## config.mk

```make
export PLATFORM = sky130hd
export DESIGN_NAME = hazard_scoreboard
export DESIGN_NICKNAME = d
export VERILOG_FILES = /design/src/rtl/hazard_scoreboard.sv
export SDC_FILE = /design/constraint.sdc
export NUM_CORES = 1
export LEC_CHECK = 0
export ABC_AREA = 0
export CORE_ASPECT_RATIO = 1.5
export CORE_MARGIN = 2
export CORE_UTILIZATION = 45
export DETAILED_ROUTE_END_ITERATION = 10
export PLACE_DENSITY = 0.72
export SYNTH_ARGS = -nofsm -noshare
export SYNTH_HDL_FRONTEND = slang
export SYNTH_SLANG_ARGS = --single-unit
```

## constraint.sdc

```tcl
create_clock -name clk -period 2.85 [get_ports clk]
set_input_delay 0.4275 -clock clk [delete_from_list [all_inputs] [get_ports clk]]
set_output_delay 0.4275 -clock clk [all_outputs]
set_load 0.02 [all_outputs]
```

## src/rtl/hazard_scoreboard.sv

```systemverilog
// RAW hazard scoreboard beside ID: tracks DEPTH in-flight writers, stalls/bubbles ID, freezes on a slow MEM load.
// hazard/bubble/freeze are combinational from the entries; freeze overrides stalls and holds all tracked state.
module hazard_scoreboard #(
    parameter int REG_AW   = 4,
    parameter int NUM_SRC  = 2,
    parameter int DEPTH    = 2,
    parameter int MAX_WAIT = 64
) (
    input  logic                      clk,
    input  logic                      rst_n,
    input  logic                      fwd_en,
    input  logic                      id_valid,
    input  logic [NUM_SRC*REG_AW-1:0] id_src,
    input  logic [NUM_SRC-1:0]        id_src_use,
    input  logic [REG_AW-1:0]         id_dest,
    input  logic                      id_wb_en,
    input  logic                      id_mem_r_en,
    input  logic                      flush,
    input  logic                      mem_ready,
    output logic                      hazard,
    output logic                      bubble,
    output logic                      freeze,
    output logic [15:0]               stall_count,
    output logic                      mem_timeout
);

    localparam int WCW = $clog2(MAX_WAIT + 1);
    localparam logic TIMEOUT_ON_ENTRY = (MAX_WAIT <= 1);

    typedef struct packed {
        logic              v;
        logic [REG_AW-1:0] dest;
        logic              wb;
        logic              rd;
    } entry_t;

    typedef enum logic {
        RUN,
        MEM_WAIT
    } state_t;

    entry_t         ent [DEPTH];
    state_t         state;
    logic [WCW-1:0] wait_cnt;
    logic           raw;

    // With forwarding only a load still in EXE cannot be bypassed in time.
    always_comb begin
        raw = 1'b0;
        for (int k = 0; k < NUM_SRC; k++) begin
            if (id_valid && id_src_use[k]) begin
                if (fwd_en) begin
                    if (ent[0].v && ent[0].rd && (ent[0].dest == id_src[k*REG_AW +: REG_AW]))
                        raw = 1'b1;
                end else begin
                    for (int i = 0; i < DEPTH; i++) begin
                        if (ent[i].v && ent[i].wb && (ent[i].dest == id_src[k*REG_AW +: REG_AW]))
                            raw = 1'b1;
                    end
                end
            end
        end
    end

    assign freeze = ent[1].v & ent[1].rd & ~mem_ready;
    assign hazard = raw & ~freeze & ~flush;
    assign bubble = (hazard | flush) & ~freeze;

    always_ff @(posedge clk) begin
        if (!rst_n) begin
            for (int i = 0; i < DEPTH; i++) begin
                ent[i] <= '0;
            end
        end else if (!freeze) begin
            for (int i = DEPTH - 1; i > 0; i--) begin
                ent[i] <= ent[i-1];
            end
            if (bubble) begin
                ent[0] <= '0;
            end else begin
                ent[0].v    <= id_valid;
                ent[0].dest <= id_dest;
                ent[0].wb   <= id_wb_en & id_valid;
                ent[0].rd   <= id_mem_r_en & id_valid;
            end
        end
    end

    // The wait counter is bookkeeping only; freeze itself always follows mem_ready.
    always_ff @(posedge clk) begin
        if (!rst_n) begin
            state       <= RUN;
            wait_cnt    <= '0;
            mem_timeout <= 1'b0;
        end else begin
            case (state)
                RUN: begin
                    if (freeze) begin
                        state       <= MEM_WAIT;
                        wait_cnt    <= WCW'(1);
                        mem_timeout <= mem_timeout | TIMEOUT_ON_ENTRY;
                    end
                end
                MEM_WAIT: begin
                    if (mem_ready) begin
                        state    <= RUN;
                        wait_cnt <= '0;
                    end else begin
                        if (wait_cnt < WCW'(MAX_WAIT))
                            wait_cnt <= wait_cnt + WCW'(1);
                        if (wait_cnt >= WCW'(MAX_WAIT - 1))
                            mem_timeout <= 1'b1;
                    end
                end
                default: begin
                    state    <= RUN;
                    wait_cnt <= '0;
                end
            endcase
        end
    end

    always_ff @(posedge clk) begin
        if (!rst_n) begin
            stall_count <= '0;
        end else if ((hazard || freeze) && (stall_count != 16'hFFFF)) begin
            stall_count <= stall_count + 16'd1;
        end
    end

endmodule

```

After elaboration in Yosys (flattened, before gate mapping)
Memory sizes are Yosys's and may differ from the RTL's.
Index checks and enable logic that the tools add are counted.
Storage, ports and cells
  output and inout bits: 20
  bits in registers: 25
  input bits: 22
  RAM bits: 14
  ROM bits: 0
  memories kept: 1
  bits in latches: 0
Memory list
  ent: words 2, width 7, rd ports 2, clocked after memory_dff 0, write ports 2, line 42  | entry_t ent [DEPTH];
Cells by class
  multiply operators: 0
  shifts and indexed selects: 0
  divide/modulo/power cells: 0
  bitwise logic cells: 18
  add/subtract/negate cells: 2
  order comparisons: 2
  mux-type cells: 38
  equal/unequal tests: 9
  reduce and logical (&&, ||, !) cells: 15
Operators with widths (count)
  $mux 7: 5
  $mux 1: 30
  $add 16x1->16 const B: 1
  $eq 4x4->1: 4
  $ne 16x16->1 const B: 1
  $pmux 7 s2: 1
  $logic_and 1x1->1: 12
  $add 7x1->7 const B: 1
  $and 1x1->1: 7
  $ge 7x6->1 const B: 1
  $lt 7x7->1 const B: 1
  $or 1x1->1: 7
  $mux 4: 1
  $ne 2x2->1 const B: 2
  $not 1->1: 4
  $ne 3x2->1 const B: 1
  $reduce_and 3->1: 1
  $ne 2x1->1 const B: 1
  $pmux 1 s2: 1
  $reduce_and 2->1: 1
  $logic_or 1x1->1: 1

Logic depth before layout (Yosys ltp)
Gate-level depths: netlist (run 1).
An unclocked memory read counts as a cell.
  depth after elaboration: 21
  mapped depth: 9
  gate-level depth less buffers: 8

Least setup slack after synthesis (run 1)
OpenSTA, ideal clock, no wires.
  kind: register to register
  from: register stall_count[3]
  to: register stall_count[15]
  cell stages (with the launch flop): 9
  period minus slack after synthesis: 2233 ps
  setup time: 115 ps
  data arrival time: 2118 ps
  slack: 617 ps
  path buffers: 1
  data required time: 2735 ps
  cells stage by stage: dfxtp_1 > and3_1 > and4_1 > nand3_1 > or4_4 > o21ai_4 > buf_6 > nor4_1 > o21a_1
Between the ends
  longest elaborated chain between the ends: 2
RTL lines
  start, declared: line 23  | output logic [15:0] stall_count,
  start signal, assigned: line 127  | stall_count <= stall_count + 16'd1;
  branches (longest 2 deep; another with $add 16x1->16)
Several ways; the timed one is not identified.
A chain may end at the register's enable or synchronous reset.

Worst setup path in the final report (run 1)
  from: input fwd_en
  to: output bubble
Between the ends
  longest elaborated chain between the ends: 10
RTL lines
  start, declared: line 11  | input logic fwd_en,
  $mux 1: line 52  | if (fwd_en) begin
  $mux 1: line 51  | if (id_valid && id_src_use[k]) begin
  $mux 1 (2 in a row): line 57  | if (ent[i].v && ent[i].wb && (ent[i].dest == id_src[k*REG_AW +: REG_AW]))
  $mux 1: line 52
  $mux 1 *: line 51
  $and 1x1->1 * (2 in a row): line 66  | assign hazard = raw & ~freeze & ~flush;
  $or 1x1->1 *: line 67  | assign bubble = (hazard | flush) & ~freeze;
  $and 1x1->1 *: line 67
  end, declared: line 21  | output logic bubble,
Every way passes the cells marked *; elsewhere a longest branch is shown, timed or not.

==> metrics.md, run 1 <==
| Metric | Value |
|---|---|
| Result of the run | `completed` |
| Hold Path Sink | `mem_timeout` |
| RSZ-0062 raised after global routing | `false` |
| Critical path arrival | `2.28 ns` |
| Number of hold buffers added after CTS | `0` |
| Fin. max-slew vios | `0` |
| Total core area | `between 4000 and 5000 um^2` |
| M1 wire length | `1750 um` |
| # H-tree levels | `2` |
| IR drop worst, VDD | `0.375 mV` |
| Required time of the critical path | `2.42 ns` |
| Crit path max fanout | `2` |
| CP Launch Type | `primary input` |
| Area share of the largest cell type after synthesis | `0.250` |
| Final worst-path cycle share | `0.949` |
| CTS Root Buffer Type | `clkbuf_8` |
| Synthesized cell area | `2000 um^2` |
| Largest net degree at the start of global routing | `18` |
| Highest clock rate | `around 370 MHz` |
| Syn Area/Cell | `9.44 um^2` |
| Worst R2R Path Depth | `8` |
| Worst min-delay path category | `reg2reg` |
| Most frequent cell after synthesis | `dfxtp_1` |
| Worst hold start | `mem_timeout` |
| Global-route wire length before repair | `~7400 um` |
| PD cells | `408 nW/um^2` |
| Critical path capture point type | `output port` |
| Count of pins on the block boundary | `42` |
| Setup CP Type | `in2out` |
| Top post-synthesis cells by count | `dfxtp_1 (25), nand2_1 (18), a21oi_1 (15), nor2_1 (15), edfxtp_1 (14)` |
| Share of async-settable or async-resettable flops after synthesis | `0` |
| Startpoint of the most critical register-to-register path | `ent[1][4]` |
| Full die area | `5010 um^2` |
| Total congestion overflow | `0` |
| Metal3 WL | `~230 um` |
| Die Wd | `just under 60 um` |
| Area grow syn2layout | `32.6%` |
| Drt first-iter violations | `29` |
| Remaining antenna violation count | `0` |
| Num Clock Sinks | `39` |
| Count of port buffers added during placement | `roughly 40` |
| Most instantiated flip-flop cell in the synthesis netlist | `dfxtp_1` |
| Maximum single-stage delay on the critical path | `0.54 ns` |
| Number of buffers created by CTS | `5` |
| Fill cells | `roughly 360` |
| Initial Utilization | `0.471` |
| Via count of the first global-routing pass | `1,666` |
| Clock-pin slew on the worst setup and hold paths | `around 0.070 ns` |
| Total iterations of the first detailed-routing run | `4` |
| Clock buffer depth | `2` |
| Worst Hold Path Cells | `2` |
| Remaining max-slew budget at the tightest pin | `0.670` |
| Row count | `29` |
| Cell count after synthesis | `between 200 and 250` |
| Insertion delay of the later-clocked pin in the worst-skew pair | `0.29 ns` |
| Reg2reg setup slack | `about 0.45 ns` |
| WL/cell | `13.8 um` |
| Antenna violations before repair | `0` |
| Share of layout cells above drive strength 1 | `0.125` |
| Post-layout nets | `294` |
| LEAKAGE | `1.00 nW` |
| Last weighted congestion value of the routability-driven placer | `~0.8` |
| Transition time at the pin with the least slew margin | `0.491 ns` |
| Worst R2R End | `stall_count[10]` |
| Highest metal layer with signal wires | `met4` |
| Number of endpoints failing setup at the final stage | `0` |
| Count of distinct cell types in the synthesized netlist | `40` |
| TritonCTS clock tree | `built` |
| Total global-route track usage | `0.193` |
| Synth area leaders | `dfxtp_1 (25%), edfxtp_1 (21%), xnor2_1 (4.8%)` |
| Fin area | `2650 um^2` |
| Detail Placement HPWL | `3260 um` |
| Routed wire length | `between 4000 and 5000 um` |
| Number of flops mapped to enable cells by yosys | `14` |
| Critical-path cell list | `clkdlybuf4s50_1, nand3b_4, or4_1, nor3_2, or3_1, nor2_1, nor2_1, clkbuf_2` |
| Setup bufs post-CTS | `0` |
| Number of vias in the routed layout | `1,731` |
| Detailed-route DRC error count | `0` |
| Max-cap violations | `0` |
| Placed cell area | `2550 um^2` |
| Worst clock skew | `about 0.0077 ns` |
| Number of storage elements in the synthesis netlist | `39` |
| Min cycle time layout | `about 2.7 ns` |
| Number of hold violations in the final report | `0` |
| Slowest cell on the critical path | `or4_1` |
| Area leader, netlist | `dfxtp_1` |
| Post-layout util | `0.625` |
| Number of antenna repair diodes | `0` |
| Floorplan die height | `85.7 um` |
| Met2 wirelength from detailed routing | `2330 um` |
| Share of synthesized area occupied by flip-flops and latches | `0.460` |
| Ratio of routed vias to standard cells | `5.46` |
| Cell mode on critical path | `nor2_1` |
| Warning count from the yosys run | `0` |
| Synthesized netlist net count | `236` |
| Sum of internal, switching and leakage power | `1.08 mW` |
## cells by family (layout without fill, tap and decap cells)
family,after synthesis,in the layout,synth area share
buffers and inverters,14,73,0.0300
XOR/XNOR,22,22,0.0963
adder cells (fa/ha/maj),2,2,0.0125
flip-flops,39,39,0.460
AND/OR/NAND/NOR,95,95,0.263
multiplexers,3,3,0.0150
AO/OA/AOI/OAI,37,37,0.123
## where the power goes
group | switching [mW] | internal (mW) | total, mW
Combinational | 0.0330 | 0.0503 | 0.0833
Sequential | 0.00512 | 0.580 | 0.585
Clock | 0.194 | 0.221 | 0.415
Total | 0.232 | 0.851 | 1.08
## metrics by stage
stage | cells | TNS, ns | hold slack [ns] | setup slack, ns
2_1_floorplan | 212 | 0 | 0.472 | 0.617
3_3_place_gp | 309 | -0.517 | 0.462 | -0.271
3_5_place_dp | 309 | -1.09 | 0.470 | -0.281
4_1_cts | 317 | 0 | 0.488 | 0.0107
5_1_grt | 317 | 0 | 0.520 | 0.0328
6_report | 317 | 0 | 0.476 | 0.146
## cell usage in the layout (no fill, tap or decap), types with 13 or more instances in the layout
cell and instances:
a21oi_1 15, nor2_1 15, edfxtp_1 14, buf_4 15, dfxtp_1 25, nand3_1 13
clkdlybuf4s50_1 39, nand2_1 18
## worst max path at each step
stage                         from              end  slack (ns)  cells past startpoint
finish                      fwd_en           bubble        0.15                      8
detailed placement          fwd_en           bubble       -0.28                      8
CTS                         fwd_en           bubble        0.01                      8
global placement            fwd_en           bubble       -0.27                      8
global route             id_src[2]           bubble        0.03                      8
floorplan           stall_count[3]  stall_count[15]        0.62                      8
## critical path, delay by kind of cell
family / cells / cell delay (ns)
buffers and inverters: 2 / 0.62
AND/OR/NAND/NOR: 6 / 1.23
## cell type report
class | instances | area [um^2] | area share
inverter | 9 | 33.8 | 0.0127
tap | 46 | 57.6 | 0.0217
clock buffer | 7 | 96.3 | 0.0363
clock inverter | 1 | 6.26 | 0.00236
multi-input combinational | 159 | 1030 | 0.387
sequential | 39 | 921 | 0.347
timing repair buffer | 56 | 513 | 0.193
## routing by layer
layer	track usage	vias to the layer above
met3	0.0452	6
met2	0.345	45
met4	0.0677	0
li1	-	880
met1	0.219	800
met5	0	-
## sequential cells by signal, indices dropped and copies added, names as in the netlist
register     flops
stall_count     16
mem_timeout      1
state            1
ent             14
wait_cnt         7
## what timing repair did
action / CTS / global route
resized for setup: 3 / 4
endpoints found under the setup margin: 2 / 6
cloned: 0 / 0
Note: power is estimated with default switching activity, not from simulation.
==> inputs of run 2 (changes only) <==
CORE_UTILIZATION = 51   (was 45)
PLACE_DENSITY = 0.8   (was 0.72)
SLEW_MARGIN = 15   (was not set)
==> run 2 against run 1 <==
Against the previous run:
- worst setup slack lost 0.039 ns
- power shrank 4.3%
- die area shrank 11%
- critical path depth is the same
- worst hold slack lost 0.00055 ns
- fmax shrank 1.4%
- non-clock buffer count shrank 3
- utilization grew 7.7 points
- clock skew grew 0.00096 ns
- first-iteration DRC count grew 59%
==> metrics.md, run 2 (synthesis results as in run 1) <==
| Metric | Value |
|---|---|
| Result of the run | `completed` |
| Total congestion overflow | `0` |
| Clock buffer depth | `2` |
| Biggest registers after layout | `stall_count: 16 flops, ent: 14 flops, wait_cnt: 7 flops` |
| Required time of the critical path | `around 2.4 ns` |
| Crit path max fanout | `2` |
| Critical path capture point type | `output port` |
| Count of port buffers added during placement | `41` |
| Total iterations of the first detailed-routing run | `4` |
| Largest net degree at the start of global routing | `18` |
| Remaining antenna violation count | `0` |
| TritonCTS clock tree | `built` |
| Num Clock Sinks | `39` |
| Ratio of routed vias to standard cells | `5.48` |
| Register with the highest flop count | `stall_count` |
| Last weighted congestion value of the routability-driven placer | `approximately 0.8` |
| Antenna violations before repair | `0` |
| RSZ-0062 raised after global routing | `true` |
| Fin. max-slew vios | `0` |
| Total core area | `roughly 3700 um^2` |
| Final worst-path cycle share | `0.962` |
| Highest clock rate | `365 MHz` |
| Insertion delay of the later-clocked pin in the worst-skew pair | `0.30 ns` |
| Final TNS setup | `0 ns` |
| Min cycle time layout | `~2.7 ns` |
| Drt first-iter violations | `46` |
| # H-tree levels | `2` |
| Fin area | `2610 um^2` |
| Placed cell area | `2530 um^2` |
| Post-layout nets | `~290` |
| Worst clock skew | `0.00870 ns` |
| LEAKAGE | `approximately 1 nW` |
| CTS Root Buffer Type | `clkbuf_8` |
| Full die area | `4450 um^2` |
| Setup CP Type | `in2out` |
| Global-route wire length before repair | `approximately 7000 um` |
| WL/cell | `13.9 um` |
| Most frequent cells in the layout | `clkdlybuf4s50_1 (39), dfxtp_1 (25), nand2_1 (18), nor2_1 (15), a21oi_1 (15)` |
| Number of flip-flops under the largest register name | `16` |
| Total global-route track usage | `0.223` |
| Remaining max-slew budget at the tightest pin | `0.505` |
| Max-cap violations | `0` |
| Number of endpoints failing setup at the final stage | `0` |
| Floorplan die height | `slightly above 80 um` |
| Worst min-delay path category | `reg2reg` |
| Commonest non-fill, non-tap cell in the layout | `clkdlybuf4s50_1` |
| Number of placed cells counting well taps | `303` |
| Number of antenna repair diodes | `0` |
| Via count of the first global-routing pass | `1,666` |
| PD cells | `397 nW/um^2` |
| Routed wire length | `4320 um` |
| Clock-pin slew on the worst setup and hold paths | `~0.080 ns` |
| Critical path arrival | `2.32 ns` |
| IR drop worst, VDD | `0.336 mV` |
| Initial Utilization | `0.538` |
| Number of hold violations in the final report | `0` |
| Number of vias in the routed layout | `1,704` |
| Die Wd | `between 50 and 60 um` |
| Count of pins on the block boundary | `42` |
| Setup bufs post-CTS | `0` |
| Post-route insts no fill | `311` |
| Detail Placement HPWL | `3280 um` |
| Transition time at the pin with the least slew margin | `0.735 ns` |
| Row count | `27` |
| Hold slack | `about 0.48 ns` |
| CP Launch Type | `primary input` |
| Number of buffers created by CTS | `5` |
| Detailed-route DRC error count | `0` |
| Share of layout cells above drive strength 1 | `0.112` |
| Area grow syn2layout | `30.5%` |
[run 2: per-stage QoR]
| step | total power [mW] | util | worst slack (ns) |
|---|---|---|---|
| 6_report | 1.04 | 0.702 | 0.107 |
| 4_1_cts | 1.04 | 0.703 | 0.00694 |
| 3_5_place_dp | 0.683 | 0.680 | -0.323 |
| 3_3_place_gp | 0.681 | 0.680 | -0.292 |
| 2_1_floorplan | 0.630 | - | 0.617 |
| 5_1_grt | 1.07 | 0.702 | -0.00694 |
[run 2: cell type report]
cell class,count,area (um^2)
fill,300,1110
multi-input combinational,159,1020
sequential,39,921
timing repair buffer,53,493
clock buffer,6,72.6
tap,43,53.8
inverter,9,33.8
clock inverter,2,11.3
[run 2: critical path, cell delays in order]
cell and delay (ns):
clkdlybuf4s50_1 0.45, nand3b_4 0.18, or4_1 0.54, nor3_2 0.25, or3_4 0.16, nor2_1 0.03
nor2_1 0.11, buf_4 0.16
[run 2: per-layer routing]
layer	vias to the layer above	GRT usage	routed length [um]
li1	868	-	-
met2	34	0.404	2310
met3	6	0.0539	212
met5	-	0	0
met4	0	0.0951	80
met1	796	0.232	1720
[run 2: worst paths after layout]
check	cells past startpoint	to	from	slack (ns)
setup / recovery	8	bubble	fwd_en	0.11
hold / removal	2	mem_timeout	mem_timeout	0.48
setup reg to reg	8	stall_count[10]	ent[1][4]	0.40
hold reg to reg	2	mem_timeout	mem_timeout	0.48
[run 2: timing repair]
item | 4_1_cts | 5_1_grt
hold endpoints to repair | 0 | 0
hold buffers | 0 | 0
setup endpoints to repair | 2 | 2
pin swaps | 0 | 1
resized for setup | 5 | 4
[run 2: power breakdown]
group	leakage [nW]	internal, mW	switching (mW)
clock	0.0455	0.172	0.197
sequential	0.371	0.580	0.00515
combinational	0.561	0.0504	0.0331
